**src/rtl/fifo_wr_arbiter_if.sv**
```systemverilog
// Write-port bundle shared by the requesters, the arbiter and the async FIFO write side.
// The master side is the arbiter; the slave side is the requesters plus the FIFO.
interface fifo_wr_arbiter_if #(
   parameter int NUM_REQ    = 4,
   parameter int DATA_WIDTH = 8
);
   logic [NUM_REQ-1:0]            req_valid;
   logic [NUM_REQ*DATA_WIDTH-1:0] req_data;
   logic [NUM_REQ-1:0]            req_ack;
   logic                          full;
   logic                          w_inc;
   logic [DATA_WIDTH-1:0]         wr_data;

   modport master (
      input  req_valid, req_data, full,
      output req_ack, w_inc, wr_data
   );

   modport slave (
      output req_valid, req_data, full,
      input  req_ack, w_inc, wr_data
   );
endinterface

```
**src/rtl/fifo_wr_arbiter.sv**
```systemverilog
// Round-robin arbiter for the FIFO write port, with a per-owner burst lock and
// saturating transfer/stall statistics. Write strobe is combinational from the requests.
module fifo_wr_arbiter #(
   parameter int NUM_REQ    = 4,
   parameter int DATA_WIDTH = 8,
   parameter int BURST_MAX  = 4,
   parameter int CNT_WIDTH  = 16
) (
   input  logic                       clk_i,
   input  logic                       rst_ni,
   input  logic                       en_i,
   fifo_wr_arbiter_if.master          bus,
   output logic [$clog2(NUM_REQ)-1:0] grant_id_o,
   output logic                       busy_o,
   output logic [CNT_WIDTH-1:0]       xfer_cnt_o,
   output logic [CNT_WIDTH-1:0]       stall_cnt_o
);
   localparam int IW = $clog2(NUM_REQ);
   localparam int BW = $clog2(BURST_MAX + 1);

   typedef enum logic {IDLE, OWN} state_e;

   state_e               state_q, state_d;
   logic [IW-1:0]        owner_q, owner_d;
   logic [IW-1:0]        rr_ptr_q, rr_ptr_d;
   logic [IW-1:0]        grant_q, grant_d;
   logic [BW-1:0]        burst_q, burst_d;
   logic [CNT_WIDTH-1:0] xfer_q, xfer_d;
   logic [CNT_WIDTH-1:0] stall_q, stall_d;

   logic [IW-1:0] search_start, search_idx, cand;
   logic          own_hold, released, found, cand_valid, fire;

   function automatic logic [IW-1:0] wrap_inc(input logic [IW-1:0] idx);
      return (int'(idx) == NUM_REQ - 1) ? '0 : IW'(int'(idx) + 1);
   endfunction

   // A locked owner that drops its request hands the port over in the same cycle.
   assign own_hold     = (state_q == OWN) &&  bus.req_valid[owner_q];
   assign released     = (state_q == OWN) && !bus.req_valid[owner_q];
   assign search_start = released ? wrap_inc(owner_q) : rr_ptr_q;

   always_comb begin : rr_search
      int idx;
      // NOTE: every variable gets a default before any branch so no latch is inferred.
      found      = 1'b0;
      search_idx = '0;
      idx        = 0;
      for (int k = 0; k < NUM_REQ; k++) begin
         idx = int'(search_start) + k;
         if (idx >= NUM_REQ) idx = idx - NUM_REQ;
         if (!found && bus.req_valid[idx]) begin
            found      = 1'b1;
            search_idx = IW'(idx);
         end
      end
   end

   assign cand       = own_hold ? owner_q : search_idx;
   assign cand_valid = own_hold | found;
   assign fire       = rst_ni & en_i & ~bus.full & cand_valid;

   always_comb begin : port_drive
      bus.req_ack = '0;
      bus.w_inc   = fire;
      bus.wr_data = '0;
      if (fire) begin
         bus.req_ack[cand] = 1'b1;
         bus.wr_data       = bus.req_data[int'(cand)*DATA_WIDTH +: DATA_WIDTH];
      end
   end

   always_comb begin : next_state
      state_d  = state_q;
      owner_d  = owner_q;
      burst_d  = burst_q;
      rr_ptr_d = rr_ptr_q;
      grant_d  = grant_q;
      xfer_d   = xfer_q;
      stall_d  = stall_q;

      if (fire) begin
         grant_d = cand;
         if (!(&xfer_q)) xfer_d = xfer_q + CNT_WIDTH'(1);
         if (own_hold) begin
            burst_d = burst_q + BW'(1);
            if (int'(burst_q) + 1 == BURST_MAX) begin
               state_d  = IDLE;
               rr_ptr_d = wrap_inc(owner_q);
            end
         end else begin
            owner_d = cand;
            burst_d = BW'(1);
            if (BURST_MAX == 1) begin
               state_d  = IDLE;
               rr_ptr_d = wrap_inc(cand);
            end else begin
               state_d = OWN;
            end
         end
      end else if (en_i && released) begin
         // Lock dropped but nobody could be served: rotation resumes after the old owner.
         state_d  = IDLE;
         rr_ptr_d = wrap_inc(owner_q);
      end

      if (en_i && bus.full && (|bus.req_valid) && !(&stall_q))
         stall_d = stall_q + CNT_WIDTH'(1);
   end

   // NOTE: sequential state uses non-blocking assignments only; reset is sampled on the clock.
   always_ff @(posedge clk_i) begin
      if (!rst_ni) begin
         state_q  <= IDLE;
         owner_q  <= '0;
         burst_q  <= '0;
         rr_ptr_q <= '0;
         grant_q  <= '0;
         xfer_q   <= '0;
         stall_q  <= '0;
      end else begin
         state_q  <= state_d;
         owner_q  <= owner_d;
         burst_q  <= burst_d;
         rr_ptr_q <= rr_ptr_d;
         grant_q  <= grant_d;
         xfer_q   <= xfer_d;
         stall_q  <= stall_d;
      end
   end

   assign grant_id_o  = grant_q;
   assign busy_o      = (state_q == OWN);
   assign xfer_cnt_o  = xfer_q;
   assign stall_cnt_o = stall_q;
endmodule
```
**src/flat_wrapper.sv**
```systemverilog
// flat-port wrapper written by rule: the top's interface ports become plain ports
module fifo_wr_arbiter_flat 
#(
   parameter int NUM_REQ    = 4,
   parameter int DATA_WIDTH = 8,
   parameter int BURST_MAX  = 4,
   parameter int CNT_WIDTH  = 16
)
  (clk_i, rst_ni, en_i, grant_id_o, busy_o, xfer_cnt_o, stall_cnt_o, bus_req_valid, bus_req_data, bus_full, bus_req_ack, bus_w_inc, bus_wr_data);
  fifo_wr_arbiter_if #(.NUM_REQ(NUM_REQ), .DATA_WIDTH(DATA_WIDTH)) bus_i ();
  input  logic clk_i;
  input  logic rst_ni;
  input  logic en_i;
  output logic [$clog2(NUM_REQ)-1:0] grant_id_o;
  output logic busy_o;
  output logic [CNT_WIDTH-1:0] xfer_cnt_o;
  output logic [CNT_WIDTH-1:0] stall_cnt_o;
  input wire logic [$bits(bus_i.req_valid)-1:0] bus_req_valid;
  input wire logic [$bits(bus_i.req_data)-1:0] bus_req_data;
  input wire logic [$bits(bus_i.full)-1:0] bus_full;
  output wire logic [$bits(bus_i.req_ack)-1:0] bus_req_ack;
  output wire logic [$bits(bus_i.w_inc)-1:0] bus_w_inc;
  output wire logic [$bits(bus_i.wr_data)-1:0] bus_wr_data;
  assign bus_i.req_valid = bus_req_valid;
  assign bus_i.req_data = bus_req_data;
  assign bus_i.full = bus_full;
  assign bus_req_ack = bus_i.req_ack;
  assign bus_w_inc = bus_i.w_inc;
  assign bus_wr_data = bus_i.wr_data;
  fifo_wr_arbiter #(.NUM_REQ(NUM_REQ), .DATA_WIDTH(DATA_WIDTH), .BURST_MAX(BURST_MAX), .CNT_WIDTH(CNT_WIDTH)) u_core (.clk_i(clk_i), .rst_ni(rst_ni), .en_i(en_i), .bus(bus_i), .grant_id_o(grant_id_o), .busy_o(busy_o), .xfer_cnt_o(xfer_cnt_o), .stall_cnt_o(stall_cnt_o));
endmodule
```
**config.mk**
```make
export PLATFORM = sky130hd
export DESIGN_NAME = fifo_wr_arbiter_flat
export DESIGN_NICKNAME = d
export VERILOG_FILES = /design/src/rtl/fifo_wr_arbiter_if.sv /design/src/rtl/fifo_wr_arbiter.sv /design/src/flat_wrapper.sv
export SDC_FILE = /design/constraint.sdc
export NUM_CORES = 1
export LEC_CHECK = 0
export CAP_MARGIN = 25
export CORE_MARGIN = 2
export CORE_UTILIZATION = 30
export CTS_CLUSTER_DIAMETER = 30
export CTS_CLUSTER_SIZE = 24
export DETAILED_ROUTE_END_ITERATION = 12
export GPL_TIMING_DRIVEN = 0
export MAX_ROUTING_LAYER = met4
export SYNTH_ARGS = -nofsm -noshare
export SYNTH_HDL_FRONTEND = slang
export SYNTH_SLANG_ARGS = --single-unit
```
**constraint.sdc**
```tcl
create_clock -name clk_i -period 4.95 [get_ports clk_i]
set_input_delay 0.99 -clock clk_i [delete_from_list [all_inputs] [get_ports clk_i]]
set_output_delay 0.99 -clock clk_i [all_outputs]
set_load 0.1 [all_outputs]
```
# Word-level counts from Yosys, hierarchy flattened
# Cells that the tools add are included.
[totals]
regBits = 42
latch_bits = 0
ramBits = 0
rom_bits = 0
in_bits = 40
out_inout_bits = 48
wordCells = 108
mem_count = 0
[classes]
addsub = 12
n_mul = 0
div = 0
magnitude_cmp = 11
n_eq_ne = 5
shift = 1
mux = 42
bitwise_logic = 7
n_reduce_logical = 23
[ops]
columns = ["op", "n"]
rows = [
  ["< comparator 32 x 4 -> 1 bit, second input constant", 4],
  ["2-to-1 mux 32 bit", 4],
  [">= comparator 32 x 4 -> 1 bit, second input constant", 3],
  ["subtractor 32 x 4 -> 32 bit, second input constant", 3],
  ["adder 16 x 1 -> 16 bit, second input constant", 2],
  ["equality test 32 x 4 -> 1 bit, second input constant", 1],
  ["AND reduction 16 bit", 2],
  ["indexed part select 32 x 6 -> 8 bit", 1],
  ["2-to-1 mux 2 bit", 11],
  ["2-to-1 mux 1 bit", 18],
  ["binary-select mux 1 bit (select 2 bit)", 5],
  ["logical AND 1 bit", 10],
  ["2-to-1 mux 8 bit", 1],
  ["adder 2 x 2 -> 3 bit, second input constant", 2],
  ["< comparator 2 x 3 -> 1 bit, second input constant", 2],
  ["AND reduction 2 bit", 3],
  ["logical NOT 1 bit", 5],
  ["adder 3 x 1 -> 4 bit, second input constant", 1],
  ["2-to-1 mux 4 bit", 1],
  ["inequality test 2 x 1 -> 1 bit, second input constant", 2],
  ["OR reduction 4 bit", 1],
  ["subtractor 2 x 3 -> 4 bit, second input constant", 1],
  ["adder 2 x 1 -> 3 bit, second input constant", 1],
  ["adder 3 x 1 -> 3 bit, second input constant", 1],
  ["12 further kinds", 16],
]

# Logic depth before layout (Yosys ltp)
[logic_depth]
depth_word = 26
ltp_mapped = 11
ltp_nobuf = 10

# Least setup slack after synthesis
# No wires, ideal clock.
[synth_path]
path_kind = "flip-flop to output port"
from = "register u_core.state_q, in the netlist u_core.busy_o"
to = "output port bus_req_ack[1]"
arrival_ns = 4.806
required_time_ns = 3.960
slack_ns = -0.846
stages_incl_launch_ff = 12
n_path_buf = 2
path_cell_list = "dfxtp_1 > buf_4 > or2b_2 > o22ai_4 > mux2_4 > mux2_4 > a2bb2oi_4 > or2_4 > inv_2 > buf_8 > nand2_2 > a21oi_1"
[synth_via]
word_cells_on_any_way = 53
cone_classes = "add/sub: 7; order compare: 6; mux: 29; bitwise: 2; reduce/logical: 9"
[synth_rtl]
columns = ["item", "line_no", "rtl"]
rows = [
  ["from (decl)", "fifo_wr_arbiter.sv:23", "state_e state_q, state_d;"],
  ["from (signal assigned)", "fifo_wr_arbiter.sv:122", "state_q <= state_d;"],
  ["parallel branches: the longest is 17 deep, another holds subtractor 32 x 4 -> 32 bit", "n/a", ""],
  ["OR 1 bit *", "fifo_wr_arbiter.sv:60", "assign cand_valid = own_hold | found;"],
  ["bitwise AND 1 bit *", "fifo_wr_arbiter.sv:61", "assign fire = rst_ni & en_i & ~bus.full & cand_valid;"],
  ["net bus_w_inc", "flat_wrapper.sv:22", "output wire logic [$bits(bus_i.w_inc)-1:0] bus_w_inc;"],
  ["2-to-1 mux 4 bit *", "fifo_wr_arbiter.sv:67", "if (fire) begin"],
  ["to (decl)", "flat_wrapper.sv:21", "output wire logic [$bits(bus_i.req_ack)-1:0] bus_req_ack;"],
]
# Mark *: on every way through the listed nets, which the timed path passes. The select of a mux whose other input is x is not followed.

# Worst setup path in the final report
[layout_path]
from = "input port bus_req_valid[1]"
to = "output port bus_wr_data[1]"
[layout_via]
elab_chain_cells = 23
word_cells_on_any_way = 52
cone_classes = "add/sub: 7; order compare: 4; shift: 1; mux: 29; bitwise: 2; reduce/logical: 9"
[layout_lines]
columns = ["item", "line_no", "rtl"]
rows = [
  ["from (decl)", "flat_wrapper.sv:18", "input wire logic [$bits(bus_i.req_valid)-1:0] bus_req_valid;"],
  ["parallel branches: the longest is 22 deep, another holds subtractor 32 x 4 -> 32 bit", "n/a", ""],
  ["2-to-1 mux 8 bit *", "fifo_wr_arbiter.sv:67", ""],
  ["to (decl)", "flat_wrapper.sv:23", "output wire logic [$bits(bus_i.wr_data)-1:0] bus_wr_data;"],
]
# Every way passes the cells marked *. The select of a mux whose other input is x is not followed.

==> impl_results.md <==
* Area of the core at between 9000 and 10000 um^2
* Clock buffer depth at 2
* Sw power at 0.266 mW
* Overall power at a little over 0.8 mW
* Hold EP: u_core.xfer_cnt_o[6]
* Setup TNS Final at 0 ns
* Die area at roughly 11000 um^2
* Period minus WS final at 4.81 ns
* # rows at 36
* R2r setup slk at roughly 2 ns
* Critical Setup Path Class: primary input to output port
* I/O pin count at 88
* Ordered list of cells on the worst path: dlygate4sd2_1 > mux2_4 > o22ai_4 > mux2_4 > mux2_4 > a2bb2oi_4 > or2_4 > inv_2 > buf_12 > nand2_8 > o22ai_4 > buf_12
* Global-route wire length before repair at about 13000 um
* Worst-Margin Slew at 0.990 ns
* RSZ-0062 raised after global routing: no
* Latest clock arrival within the worst-skew pair at 0.30 ns
* Proportion of layout cells with a drive suffix above 1 at 0.190
* CP Max Fanout at 11
* Worst Clk Skew at 0.00971 ns
* EDFF count, synth at 0
* Routed len/inst at 14.2 um
* Gr usage total at 0.158
* Clock tree from TritonCTS: done
* Setup Buffers After CTS at 0
* Async SR Flop Fraction at 0
* P_int at 0.547 mW
* Synth Area per Inst at approximately 8.7 um^2
* # DRC at 0
* Synthesized area at 2940 um^2
* N_diodes at 0
* Vias in the first global route at between 2000 and 3000
* Logic pwr share at 0.285
* Drt initial violations at 105
* Largest net degree at the start of global routing at 13
* Seq pwr share at 0.426
* PwrDens at around 190 nW/um^2
* Final Max Slew Viols at 0
* HP Class: flip-flop to flip-flop
* CP delay by family, top: multiplexers
* CTS Buf Count at 5
* Reg2Reg Capture Point: u_core.xfer_cnt_o[8]
* CTS Sinks at 42
* Port buffer count at between 80 and 90
* Crit share post-route at 0.972
* Clock power frac at 0.289
* Initial antenna violation count at 0
* Final HPWL DP at just under 6000 um
* Synth cell types at 68
* Syn nets at around 380
* Crit end category: output port
* Initial Util at 0.305
* CP arrival at around 3.8 ns
* Max Clk Rate at approximately 0.21 GHz
* Max VDD drop at between 0.07 and 0.08 mV
* Final Hold Fails at 0
* Switching Share at 0.328
* Most used cell, CP: mux2_4
* Chip width at 103 um
* Sequential area share after synthesis at 0.286
* Routed WL at roughly 8000 um
* H-tree depth at 2
* Hold_buf cts at 0
* Final nets at ~480
* CP max-delay cell: mux2_4
* MaxCap Viol Count at 0
* Detail Route Antenna Nets at 0
* LEAKAGE at roughly 1.5 nW
* Layout area overhead at 48.5%
* Die span in y at ~100 um
* Run status: complete, no violations
* GPL Wtd Cong at 0.778
* GRT Residual Overflow at 0
* Worst setup SP type: primary input
* Worst-path clk slew at around 0.080 ns
* CTS Root Cell: clkbuf_8
* Worst path required time at ~4.0 ns
* Bufs and invs on worst path at 4
* Hold path depth at 1
* Top_reg_cell synth: dfxtp_1
* Synth Register Bits at 42
* Reg2reg path depth at 9
* Worst stage delay on the critical path at about 0.38 ns
* Synth warnings at 0
* Slew HR at 0.338
* Hold_sp: u_core.xfer_cnt_o[6]
* Worst r2r src: u_core.owner_q[1]
* Vias at 2800
* Post-Synthesis Cells at 338
* First drt pass iteration count at 4
* Via-per-instance ratio at roughly 5.0
* Finish-stage setup viols at 0
-- routing by layer --
metal  up-vias  share of wire  global-route usage
met1      1303           0.46               0.200
met3         4          0.054              0.0400
met5         -              0                   -
met4         0         0.0051              0.0294
met2        68           0.48               0.258
li1       1425              -                   -
-- metrics by stage --
| stage | utilization | area, um^2 | hold WS [ns] | instances | setup slack (ns) |
|---|---|---|---|---|---|
| after global routing | 0.452 | 4360 | 0.515 | 565 | 0.00947 |
| after global placement | 0.425 | 4100 | 0.455 | 556 | -1.34 |
| after CTS | 0.450 | 4340 | 0.490 | 565 | 0.0363 |
| after detailed placement | 0.425 | 4100 | 0.468 | 556 | -1.37 |
| after floorplan | - | 3080 | 0.465 | 338 | -0.0219 |
| final | 0.452 | 4360 | 0.479 | 565 | 0.137 |
-- synth_stat cells (all sizes together), types with 4 or more instances --
master,number,share of area
xnor2,17,0.051
dfxtp,42,0.29
o21ai,9,0.015
nand4,8,0.017
nor3b,4,0.010
clkbuf,9,0.012
nand2,40,0.053
nand2b,6,0.013
inv,5,0.0064
nor4,5,0.022
nor2,32,0.042
nand3,13,0.022
o22ai,10,0.026
a31oi,4,0.011
nor3,11,0.027
mux2,5,0.024
a21oi,14,0.026
mux2i,34,0.12
ha,5,0.021
and3,6,0.013
buf,10,0.032
o211ai,6,0.017
-- timing repair --
item                       4_1_cts  5_1_grt
setup endpoints to repair       13       12
cloned                           1        0
pin swaps                        2        1
gates resized for setup        117        6
-- worst max path at each step --
stage / depth (start not counted) / to / slack [ns] / start
floorplan: 10 / bus_req_ack[2] / -0.02 / bus_req_valid[0]
global placement: 11 / bus_wr_data[2] / -1.34 / bus_req_valid[3]
detailed placement: 11 / bus_wr_data[4] / -1.37 / bus_req_valid[3]
CTS: 11 / bus_wr_data[6] / 0.04 / bus_req_valid[3]
global route: 11 / bus_wr_data[2] / 0.009 / bus_req_valid[2]
finish: 12 / bus_wr_data[1] / 0.14 / bus_req_valid[1]
-- power groups by stage --
| stage | clock network [mW] | logic (mW) | registers, mW |
|---|---|---|---|
| 3_5_place_dp | 0 | 0.216 | 0.354 |
| 5_1_grt | 0.256 | 0.247 | 0.347 |
| 3_3_place_gp | 0 | 0.214 | 0.354 |
| 2_1_floorplan | 0 | 0.131 | 0.375 |
| 4_1_cts | 0.239 | 0.230 | 0.347 |
| 6_report | 0.235 | 0.232 | 0.346 |
-- cell usage in the layout, fill, tap and decap left out, types with 3 or more instances in the layout --
cell	synthesis	routed
a211oi_1	3	3
a21oi_1	12	11
and3_1	6	6
buf_12	0	9
buf_2	2	3
buf_6	5	7
clkbuf_1	8	9
clkbuf_8	0	6
clkdlybuf4s50_1	0	70
dfxtp_1	42	41
ha_1	5	5
inv_1	4	4
mux2_4	4	4
mux2i_1	33	30
mux2i_2	1	3
nand2_1	38	38
nand2b_1	6	6
nand3_1	13	13
nand3b_1	3	3
nand4_1	8	8
nor2_1	31	29
nor2b_1	3	3
nor3_1	6	6
nor3_2	5	5
nor3b_1	4	4
nor4_2	3	3
o211ai_1	5	5
o21ai_0	9	9
o22ai_4	1	9
xnor2_1	17	17
-- registers in the layout (all words and copies together) (netlist names) --
name / cells
u_core.grant_id_o: 2
u_core.busy_o: 1
u_core.xfer_cnt_o: 16
u_core.stall_cnt_o: 16
u_core.burst_q: 3
u_core.rr_ptr_q: 2
u_core.owner_q: 2
-- cell families after synthesis --
logic type	Yosys count	share of synthesized area
mux	39	0.141
fa+ha+maj	5	0.0213
simple gates	144	0.271
flops	42	0.286
xor+xnor	19	0.0566
buf+inv	24	0.0498
compound gates	65	0.174
-- layout make-up --
type | count | area (um^2)
tap | 133 | 166
inverter | 5 | 18.8
clock buffer | 7 | 86.3
clock inverter | 1 | 5.00
multi-input combinational | 273 | 2180
fill | 965 | 5280
buffer | 19 | 136
timing repair buffer | 85 | 928
sequential | 42 | 842
(Power assumes the default switching activity.)
==> variant, RTL diff (config.mk and constraints unchanged) <==
`DATA_WIDTH` is set to 8 in 3 places; all go to 12.
--- a/src/rtl/fifo_wr_arbiter_if.sv
+++ b/src/rtl/fifo_wr_arbiter_if.sv
@@ -4,3 +4,3 @@
    parameter int NUM_REQ    = 4,
-   parameter int DATA_WIDTH = 8
+   parameter int DATA_WIDTH = 12
 );
--- a/src/rtl/fifo_wr_arbiter.sv
+++ b/src/rtl/fifo_wr_arbiter.sv
@@ -4,3 +4,3 @@
    parameter int NUM_REQ    = 4,
-   parameter int DATA_WIDTH = 8,
+   parameter int DATA_WIDTH = 12,
    parameter int BURST_MAX  = 4,
--- a/src/flat_wrapper.sv
+++ b/src/flat_wrapper.sv
@@ -4,3 +4,3 @@
    parameter int NUM_REQ    = 4,
-   parameter int DATA_WIDTH = 8,
+   parameter int DATA_WIDTH = 12,
    parameter int BURST_MAX  = 4,
Ports: changed (resized bus_req_data and bus_wr_data); port bits go from 88 to 108. The function was not compared with the original's and may differ.
==> variant against the original RTL <==
Wire length is 46% higher; sequential share of layout area is 1.8 points lower; design area is 9.9% higher; synthesized area is 14% higher; die area is 13% higher; sequential cell count stayed put; setup slack better by 0.031 ns; total power is 19% higher.
==> variant: results (changes against the original RTL) <==
metric,value,unit,change
status,"finished, final reports clean",,
p_leak,1.78,nW,+17%
hold_class,reg2reg,,
switching_share,0.304,,-0.0230
gp_congestion,0.864,,+11%
num_antenna_cells,0,,unchanged
r2r_cells,8,,-1
grt_util_all_layers,0.195,,+0.0369
crit-reg2reg-launch,u_core.owner_q[1]$_SDFFE_PN0P_,,
drv_cap,0,,unchanged
hp-start,u_core.grant_id_o[1]$_SDFFE_PN0P_,,
drive_above_1_share,0.120,,-0.0697
seqPwrFrac,0.358,,-0.068
yosysUniqueCellTypes,53,,-22%
dp_cells,687,,+24%
place_ws,-1.04,ns,+0.332 ns
worstSetupStartpoint,bus_req_valid[2],,
critPathTopFamily,compound AO/OA/AOI/OAI gates,,
n_fill_cell,1117,,+16%
fin_worst_skew,0.0120,ns,+0.00227 ns
portBuffers,106,,+25%
dr.first_iter.drc_count,252,,+140%
peakVddDrop,0.000157,V,+100%
slowest_delay,0.48,ns,+0.10 ns
nNetsFinal,618,,+30%
p_comb_frac,0.294,,+0.009
routed_via_density,5.62,,+13%
grt_pass1_vias,3778,,+40%
path_max_fanout,10,,-1
cts_buffers,5,,unchanged
first_pass_iters,5,,+1
whs_path_depth,2,,+1
grt_max_degree,14,,+1
synth_common_cells,"nand2_1, dfxtp_1, nor2_1",,
synth-seq-area-share,0.251,,-0.0350
max-slew-margin-rel,0.317,,-0.0210
wire_per_inst,16.7,um,+18%
place_area,4590,um^2,+12%
final_util,0.442,,-0.0103
dpl.hpwl,8650,um,+45%
netlist_instances,441,,+30%
insertion_delay,0.30,ns,about the same
synth_area_leaders,"dfxtp_1, a311oi_1, o221ai_1",,
slowest_stage,buf_2,,
grt_pass1_wl,18400,um,+41%
worstPathArrival,3.79,ns,-0.03 ns
finalWirelength,11700,um,+46%
syn_nets,502,,+31%
## variant: logic make-up (layout without fill, tap and decap cells)
| group | after synthesis | after routing | share of synthesized area |
|---|---|---|---|
| compound gates | 102 | 102 | 0.245 |
| xor+xnor | 24 | 24 | 0.0628 |
| fa+ha+maj | 5 | 5 | 0.0187 |
| buf+inv | 44 | 161 | 0.0609 |
| flops | 42 | 42 | 0.251 |
| mux | 8 | 8 | 0.0295 |
| simple gates | 216 | 216 | 0.332 |
## variant: worst paths after layout
path	to	slack (ns)
worst max-delay path	bus_wr_data[11]	0.17
worst min register to register	u_core.grant_id_o[1]$_SDFFE_PN0P_	0.46
worst min-delay path	u_core.grant_id_o[1]$_SDFFE_PN0P_	0.46
worst max register to register	u_core.grant_id_o[1]$_SDFFE_PN0P_	2.30
## variant: cell type report
| type | instances | share of cell area |
|---|---|---|
| timing repair buffer | 109 | 0.218 |
| clock inverter | 2 | 0.0125 |
| buffer | 35 | 0.0410 |
| multi-input combinational | 355 | 0.492 |
| sequential | 42 | 0.175 |
| clock buffer | 6 | 0.0172 |
| tap | 140 | 0.0365 |
| inverter | 9 | 0.00705 |
## variant: metal layers
layer	GRT usage	wire length [um]
met2	0.319	5440
met1	0.249	5030
met4	0.0497	174
met3	0.0350	1010
met5	-	0
## variant: worst reg2reg max path, cell delays in order (launching register included)
cell and delay (ns):
dfxtp_1 0.47, mux2_4 0.37, or2_1 0.25, o22a_2 0.27, nor4b_1 0.40, o41a_1 0.24, nand2b_4 0.17, buf_2 0.26
a21oi_1 0.09
## variant: what timing repair did
| action | in CTS | in global routing |
|---|---|---|
| gates cloned | 0 | 0 |
| resized for setup | 103 | 20 |
| pin swaps | 2 | 1 |
| buffers inserted | 2 | 1 |
| endpoints found under the setup margin | 16 | 16 |
